<file path="config.mk">
export PLATFORM = sky130hd
export DESIGN_NAME = serial_adder_seq_flat
export DESIGN_NICKNAME = d
export VERILOG_FILES = /design/src/rtl/serial_adder_pkg.sv /design/src/rtl/serial_adder_seq_if.sv /design/src/rtl/fa_cell.sv /design/src/rtl/serial_adder_seq.sv /design/src/flat_wrapper.sv
export SDC_FILE = /design/constraint.sdc
export NUM_CORES = 1
export LEC_CHECK = 0
export BUFFER_PORTS_ARGS = -buffer_cell sky130_fd_sc_hd__buf_2
export CAP_MARGIN = 20
export CORE_MARGIN = 2
export CORE_UTILIZATION = 57
export CTS_BUF_LIST = sky130_fd_sc_hd__clkbuf_16
export CTS_CLUSTER_SIZE = 10
export DETAILED_ROUTE_END_ITERATION = 16
export PLACE_DENSITY = 0.81
export SYNTH_ARGS = -nofsm -noshare
export SYNTH_HDL_FRONTEND = slang
export SYNTH_SLANG_ARGS = --single-unit
</file>
<file path="constraint.sdc">
create_clock -name clk -period 3.9 [get_ports clk]
set_input_delay 1.17 -clock clk [delete_from_list [all_inputs] [get_ports clk]]
set_output_delay 1.17 -clock clk [all_outputs]
set_load 0.01 [all_outputs]
</file>
<file path="src/rtl/serial_adder_pkg.sv">
// Shared types and defaults for the bit-serial adder sequencer.
package serial_adder_pkg;

    // Sequencer states: wait for operands, shift bits through the cell, hold result.
    typedef enum logic [1:0] {
        S_IDLE = 2'd0,
        S_RUN  = 2'd1,
        S_DONE = 2'd2
    } state_e;

    localparam int DEFAULT_WIDTH = 8;

endpackage

</file>
<file path="src/rtl/serial_adder_seq_if.sv">
// Operand/result handshake bundle between the pin wrapper (master) and the sequencer (slave).
interface serial_adder_seq_if
    import serial_adder_pkg::*;
#(
    parameter int unsigned WIDTH = DEFAULT_WIDTH
);
    logic             start_valid;
    logic             start_ready;
    logic [WIDTH-1:0] a_in;
    logic [WIDTH-1:0] b_in;
    logic             cin;
    logic             res_valid;
    logic             res_ready;
    logic [WIDTH-1:0] sum_out;
    logic             cout;
    logic             busy;

    modport master (
        output start_valid, a_in, b_in, cin, res_ready,
        input  start_ready, res_valid, sum_out, cout, busy
    );

    modport slave (
        input  start_valid, a_in, b_in, cin, res_ready,
        output start_ready, res_valid, sum_out, cout, busy
    );
endinterface

</file>
<file path="src/rtl/fa_cell.sv">
// Combinational 1-bit full adder cell.
module fa_cell (
    input  logic a,
    input  logic b,
    input  logic ci,
    output logic s,
    output logic co
);
    assign s  = a ^ b ^ ci;
    assign co = (a & b) | (ci & (a ^ b));
endmodule

</file>
<file path="src/rtl/serial_adder_seq.sv">
// Bit-serial adder sequencer: feeds one operand bit pair per enabled cycle, LSB first,
// through a single full-adder cell and keeps the running carry in a flop.
module serial_adder_seq
    import serial_adder_pkg::*;
#(
    parameter int unsigned WIDTH = DEFAULT_WIDTH
) (
    input  logic               clk,
    input  logic               rst_n,
    input  logic               ena,
    serial_adder_seq_if.slave  bus
);
    localparam int unsigned CNT_W = $clog2(WIDTH) + 1;

    state_e             r_state;
    state_e             w_state_next;
    logic [WIDTH-1:0]   r_a_sh;
    logic [WIDTH-1:0]   r_b_sh;
    logic [WIDTH-1:0]   r_sum_sh;
    logic               r_carry;
    logic [CNT_W-1:0]   r_cnt;

    logic               w_accept;
    logic               w_last;
    logic               w_fa_s;
    logic               w_fa_co;

    assign w_accept = (r_state == S_IDLE) && bus.start_valid;
    assign w_last   = (r_cnt == CNT_W'(WIDTH - 1));

    fa_cell u_fa_cell (
        .a  (r_a_sh[0]),
        .b  (r_b_sh[0]),
        .ci (r_carry),
        .s  (w_fa_s),
        .co (w_fa_co)
    );

    // Next-state decode; ena gating is applied at the state register.
    always_comb begin
        w_state_next = r_state;
        unique case (r_state)
            S_IDLE:  if (bus.start_valid) w_state_next = S_RUN;
            S_RUN:   if (w_last)          w_state_next = S_DONE;
            S_DONE:  if (bus.res_ready)   w_state_next = S_IDLE;
            default:                      w_state_next = S_IDLE;
        endcase
    end

    // State register; holds while ena is low so no handshake can complete.
    always_ff @(posedge clk or negedge rst_n) begin
        if (!rst_n) begin
            r_state <= S_IDLE;
        end else if (ena) begin
            r_state <= w_state_next;
        end
    end

    // Operand capture on accept, then one shift per enabled RUN cycle.
    always_ff @(posedge clk or negedge rst_n) begin
        if (!rst_n) begin
            r_a_sh   <= '0;
            r_b_sh   <= '0;
            r_sum_sh <= '0;
            r_carry  <= 1'b0;
            r_cnt    <= '0;
        end else if (ena) begin
            if (w_accept) begin
                r_a_sh   <= bus.a_in;
                r_b_sh   <= bus.b_in;
                r_sum_sh <= '0;
                r_carry  <= bus.cin;
                r_cnt    <= '0;
            end else if (r_state == S_RUN) begin
                r_a_sh   <= r_a_sh >> 1;
                r_b_sh   <= r_b_sh >> 1;
                // Sum bits enter at the MSB so the LSB lands at bit 0 after WIDTH shifts.
                r_sum_sh <= {w_fa_s, r_sum_sh[WIDTH-1:1]};
                r_carry  <= w_fa_co;
                r_cnt    <= r_cnt + CNT_W'(1);
            end
        end
    end

    // Outputs come only from state and registers, never straight from inputs.
    assign bus.start_ready = (r_state == S_IDLE);
    assign bus.busy        = (r_state == S_RUN);
    assign bus.res_valid   = (r_state == S_DONE);
    assign bus.sum_out     = r_sum_sh;
    assign bus.cout        = r_carry;
endmodule

</file>
<file path="src/flat_wrapper.sv">
// flat-port wrapper written by rule: the top's interface ports become plain ports
module serial_adder_seq_flat import serial_adder_pkg::*;
#(
    parameter int unsigned WIDTH = DEFAULT_WIDTH
)
  (clk, rst_n, ena, bus_start_valid, bus_a_in, bus_b_in, bus_cin, bus_res_ready, bus_start_ready, bus_res_valid, bus_sum_out, bus_cout, bus_busy);
  serial_adder_seq_if #(.WIDTH(WIDTH)) bus_i ();
  input  logic clk;
  input  logic rst_n;
  input  logic ena;
  input wire logic [$bits(bus_i.start_valid)-1:0] bus_start_valid;
  input wire logic [$bits(bus_i.a_in)-1:0] bus_a_in;
  input wire logic [$bits(bus_i.b_in)-1:0] bus_b_in;
  input wire logic [$bits(bus_i.cin)-1:0] bus_cin;
  input wire logic [$bits(bus_i.res_ready)-1:0] bus_res_ready;
  output wire logic [$bits(bus_i.start_ready)-1:0] bus_start_ready;
  output wire logic [$bits(bus_i.res_valid)-1:0] bus_res_valid;
  output wire logic [$bits(bus_i.sum_out)-1:0] bus_sum_out;
  output wire logic [$bits(bus_i.cout)-1:0] bus_cout;
  output wire logic [$bits(bus_i.busy)-1:0] bus_busy;
  assign bus_i.start_valid = bus_start_valid;
  assign bus_i.a_in = bus_a_in;
  assign bus_i.b_in = bus_b_in;
  assign bus_i.cin = bus_cin;
  assign bus_i.res_ready = bus_res_ready;
  assign bus_start_ready = bus_i.start_ready;
  assign bus_res_valid = bus_i.res_valid;
  assign bus_sum_out = bus_i.sum_out;
  assign bus_cout = bus_i.cout;
  assign bus_busy = bus_i.busy;
  serial_adder_seq #(.WIDTH(WIDTH)) u_core (.clk(clk), .rst_n(rst_n), .ena(ena), .bus(bus_i));
endmodule
</file>
==> results of run 1 <==
==> area by class of cell <==
cell class,count,area [um2]
Timing Repair Buffer,35,180.2
Clock inverter,3,38.79
Sequential cell,31,775.7
Clock buffer,5,125.1
Multi-Input combinational cell,67,673.1
Tap cell,30,37.54
Fill cell,165,650.6
Inverter,5,18.77
==> state kept, by name, summed over array words and instances, names as in the netlist <==
register and flops:
u_core.bus.sum_out 8, u_core.r_a_sh 8, u_core.r_b_sh 8, u_core.r_cnt 4
u_core.r_state 2, u_core.bus.cout 1
==> routing by layer <==
metal / up-vias / routed length, um / global-route usage / part of all wire
li1: 467 / - / - / -
met5: - / 0 / 0 / 0
met2: 27 / 1363 / 0.3061 / 0.46
met1: 470 / 1425 / 0.3008 / 0.48
met4: 0 / 38 / 0.08014 / 0.013
met3: 4 / 163 / 0.09302 / 0.055
==> critical path: stages <==
cell	delay (ns)
buf_2	0.12
or3b_1	0.69
mux2_4	0.43
mux2_4	0.26
==> Yosys cell counts (all sizes together) (2+ instances only) <==
cell / n / share of area
dfrtp: 31 / 0.51
a22o: 8 / 0.046
mux2: 24 / 0.21
buf: 5 / 0.030
inv: 5 / 0.012
o21ai: 3 / 0.0099
and2b: 2 / 0.0099
mux2i: 7 / 0.046
nor2b: 2 / 0.0082
clkbuf: 2 / 0.0049
nand3: 3 / 0.0099
a32o: 2 / 0.013
==> layout by cell type, fill, tap and decap left out, types with 2 or more instances in the layout <==
master and instances:
nand3_1 3, dfrtp_1 31, inv_1 5, mux2i_1 7
o21ai_0 3, buf_2 33, a32o_1 2, a22o_1 8
mux2_2 10, mux2_4 14, buf_4 2, nor2b_1 2
and2b_1 2, clkbuf_16 5
==> cells by family after synthesis <==
group           count (synthesis)
fa+ha+maj                       2
compound gates                 19
buf+inv                        12
mux                            31
simple gates                   15
flops                          31
==> stage by stage <==
stage          hold slack, ns  area (um2)
2_1_floorplan          0.4660        1520
3_3_place_gp           0.4771        1685
3_5_place_dp           0.4836        1685
4_1_cts                0.4990        1849
5_1_grt                0.5218        1849
6_report               0.4973        1849
==> power groups by stage <==
stage	Clock [mW]	Combinational [mW]	Sequential, mW
floorplan	0	0.380	0.528
global placement	0	0.481	0.530
detailed placement	0	0.504	0.539
CTS	0.439	0.510	0.538
global route	0.457	0.553	0.556
finish	0.432	0.504	0.540
==> worst min-delay path by stage <==
stage / endpoint / from
after floorplan: u_core.r_a_sh[7] / u_core.r_a_sh[7]
after global placement: u_core.bus.sum_out[0] / u_core.bus.sum_out[0]
after detailed placement: u_core.bus.sum_out[0] / u_core.bus.sum_out[0]
after CTS: u_core.bus.sum_out[0] / u_core.bus.sum_out[0]
after global routing: u_core.r_b_sh[7] / u_core.r_b_sh[7]
final: u_core.r_b_sh[7] / u_core.r_b_sh[7]
==> flow_summary.ini, run 1 <==
[final_layout]
final_util = 0.7397
diodes = 0
finalNonFillerCells = 176
layout.nets = 169
syn2layout_area_growth_pct = 21.65
drive_above_1_share = 0.4589

[placed_design]
hpwlAfterDp_um = 2005
portBuffers = 33
placed_cells = 168
finalWeightedCongestion = 0.7255
dp_slack_ns = 1.114

[pwr]
p_switching_uw = 454.3
switching_share = 0.3078
power.density_mw_per_mm2 = 798.2
p_int_mw = 1.022
clkPwrFrac = 0.293
peakVddDrop_uv = 726.6
p_leak_nw = 0.9700
p_total_mw = 1.476
p_comb_frac = 0.341
seqPwrFrac = 0.366

[timing]
slew_violations = 0
setup-violations-final = 0
post-route-period-util = 0.6463
finalHoldViolCount = 0
setup_tns_ns = 0
min_period_ns = 2.520
rsz0062_at_grt = no
final.setup_skew_ns = 0.007039
max_freq_mhz = 396.8
slew_headroom = 0.4705
setup_ws_ns = 1.380
tightest_slew_ns = 0.7942

[route]
via_per_inst = 5.500
wl_um = 2990
drcViolationCount = 0
drt-pass1-iter-count = 4
wl_per_cell_um = 16.99
drt_iter0_drc = 26
antenna_left = 0
vias = 968

[worst_setup_path]
r2r_start = u_core.r_state[0]
r2r_setup_slack_ns = 1.86
cp-startpoint = bus_start_valid
crit_end = u_core.r_b_sh[4]
r2r_end = u_core.r_b_sh[4]
end_kind = register
critical_path_class = in2reg
arrival_ns = 2.68
start_kind = input port
rr_worst_depth = 3
worstPathMaxFanout = 15
critPathRequiredTime_ns = 4.06

[grt]
grt_max_degree = 32
grt_usage = 0.2178
overflow = 0
antenna_found_initial = 0
grt_pass1_wl_um = 4995
grt_pass1_vias = 1010

[yosys]
synthesis.area_mm2 = 0.001520
synth_edf_count = 0
async_flop_share = 1.000
ys.flop_type = dfrtp_1
synth_xor_area_frac = 0
yosys.area_share.adder = 0.02140
avgSynthCellArea_um2 = 13.82
synthMuxAreaShare = 0.2584
ys_seq_area_frac = 0.5103
ys_ff_latch = 31
synth-simple-area-share = 0.06420
synth_compound_area_frac = 0.09877
yosysWarnings = 0
synth_top_family_by_area = multiplexers
synth_nets = 134
ys_types = 32
syn_inst = 110

[clocking]
clk_latency_ns = 0.28
cts.repair.resized = 0
clock_sinks = 31
cts_tree = done
htree_num_levels = 2
post_cts_buffers = 0
cts_buffer_depth = 2
ctsRootBufferMaster = clkbuf_16
holdBufCountCts = 0
clk_pin_slew_ns = 0.05
cts_made_buffers = 5

[die]
std_cell_rows = 18
dieWidth_um = 55.65
die_area_mm2 = 0.003096
dieHeight_um = 55.65
fp.coreArea_mm2 = 0.002500
initial_core_util = 0.6081
io_pins = 34

[status]
status = completed

[worst_hold_path]
min_path_cells = 1
hold_path.class = reg2reg

[flow_run]
maxCapViolCount = 0
Power figures use the tool's default switching activity.
==> run 2, diff against run 1 <==
Settings changed: CORE_UTILIZATION 57 to 48, PLACE_DENSITY 0.81 to 0.73.
Clock period 3.9 ns to 2.14 ns, I/O delays scaled along.
==> flow_summary.ini, run 2 (same netlist as run 1, synthesis figures left out) <==
[status]
status = completed

[grt]
grt_pass1_wl_um = 4795
antenna_found_initial = 0
grt_pass1_vias = 1046
grt_max_degree = 32
grt_usage = 0.1879
overflow = 0

[pwr]
p_switching_uw = 796.4
peakVddDrop_uv = 661.4
seqPwrFrac = 0.381
switching_share = 0.3128
power.density_mw_per_mm2 = 1371
clkPwrFrac = 0.256
p_leak_nw = 0.9694
p_int_mw = 1.750
p_comb_frac = 0.362

[clocking]
cts_tree = done
cts_made_buffers = 5
clk_pin_slew_ns = 0.05
holdBufCountCts = 0
ctsRootBufferMaster = clkbuf_16
htree_num_levels = 2
cts_buffer_depth = 2
clk_latency_ns = 0.28
cts.repair.resized = 0
post_cts_buffers = 0
clock_sinks = 31

[route]
drcViolationCount = 0
antenna_left = 0
wl_um = 2846
via_per_inst = 5.177
drt-pass1-iter-count = 4
drt_iter0_drc = 42
vias = 994
wl_per_cell_um = 14.82

[die]
die_area_mm2 = 0.003633
dieHeight_um = 60.28
io_pins = 34
fp.coreArea_mm2 = 0.003028
std_cell_rows = 20
dieWidth_um = 60.28
initial_core_util = 0.5021

[flow_run]
maxCapViolCount = 0

[worst_setup_path]
path_cells = or3b_1 > buf_4 > mux2_4 > mux2_4
r2r_end = u_core.r_b_sh[2]
start_kind = register
end_kind = register
r2r_start = u_core.r_state[0]
max_stage_delay_ns = 0.47
cp_slowest_cell = dfrtp_1
r2r_setup_slack_ns = 0.39
arrival_ns = 1.91
worstPathMaxFanout = 15
critical_path_class = reg2reg
critPathRequiredTime_ns = 2.30
rr_worst_depth = 4
cpMostUsedCell = mux2_4

[timing]
final.setup_skew_ns = 0.003660
finalHoldViolCount = 0
slew_headroom = 0.5387
tightest_slew_ns = 0.6919
setup-violations-final = 0
rsz0062_at_grt = no
post-route-period-util = 0.8197
hold_slack_ns = 0.4082
setup_tns_ns = 0
max_freq_mhz = 570.1
min_period_ns = 1.754
slew_violations = 0

[placed_design]
finalWeightedCongestion = 0.7323
portBuffers = 33
hpwlAfterDp_um = 1975

[final_layout]
multi_input_area_um2 = 673.1
fillCellCount = 245
diodes = 0
layout_common_cells = 34 x buf_2, 31 x dfrtp_1, 14 x mux2_4, 10 x mux2_2, 8 x a22o_1
syn2layout_area_growth_pct = 22.14
layout.cells.most_common = buf_2
layout.nets = 172
drive_above_1_share = 0.4662
seq_area_um2 = 775.7

[worst_hold_path]
hold_path.class = in2async
==> run 2: changes by cell type in the layout (fill, tap and decap cells not counted), sizes merged <==
cell / previous run / this run
bufinv: 1 / 0
buf: 35 / 38
==> run 2: routing by layer <==
layer  track usage  vias up  wire, um
met3       0.04762        8       125
met1        0.2517      490      1354
met4        0.1238        0        84
met5             0        -         0
li1              -      470         -
met2        0.2671       26      1282
==> run 2: worst max-delay path: cells and delay by family, from the launching register on <==
| family | cells | cell delay, ns |
|---|---|---|
| simple gates | 1 | 0.38 |
| mux | 2 | 0.58 |
| buf+inv | 1 | 0.22 |
| flops | 1 | 0.47 |
==> run 2: cell type report <==
class	instances	share of cell area
clock inverters	2	0.004717
clock buffers	5	0.06739
well taps	44	0.02965
multi-input cells	67	0.3625
repair buffers	38	0.1078
inverters	5	0.01011
flip-flops and latches	31	0.4178
==> run 2: worst max-delay path by stage <==
| stage | startpoint | to | slack (ns) |
|---|---|---|---|
| 2_1_floorplan | bus_start_valid | u_core.r_a_sh[6] | 0.22 |
| 3_3_place_gp | bus_start_valid | u_core.bus.sum_out[5] | 0.15 |
| 3_5_place_dp | bus_start_valid | u_core.r_b_sh[2] | 0.14 |
| 4_1_cts | u_core.r_state[0] | u_core.r_b_sh[2] | 0.38 |
| 5_1_grt | u_core.r_state[0] | bus_busy | 0.34 |
| 6_report | u_core.r_state[0] | u_core.r_b_sh[2] | 0.39 |
==> run 2: power by group through the flow <==
stage	clock network (mW)	logic, mW	registers, mW
after floorplan	0	0.693	0.961
after global placement	0	0.891	0.967
after detailed placement	0	0.932	0.979
after CTS	0.666	0.934	0.973
after global routing	0.686	1.01	1.01
final	0.653	0.922	0.971
==> run 2: stage by stage <==
stage               power (mW)  utilization  cell area (um2)  std cells  setup WS, ns
global route             2.709       0.6132             1857        192        0.3351
floorplan                1.654            -             1520        110        0.2244
finish                   2.546       0.6132             1857        192        0.3859
CTS                      2.574       0.6132             1857        192        0.3822
global placement         1.858       0.5674             1718        184        0.1492
detailed placement       1.910       0.5690             1723        185        0.1428
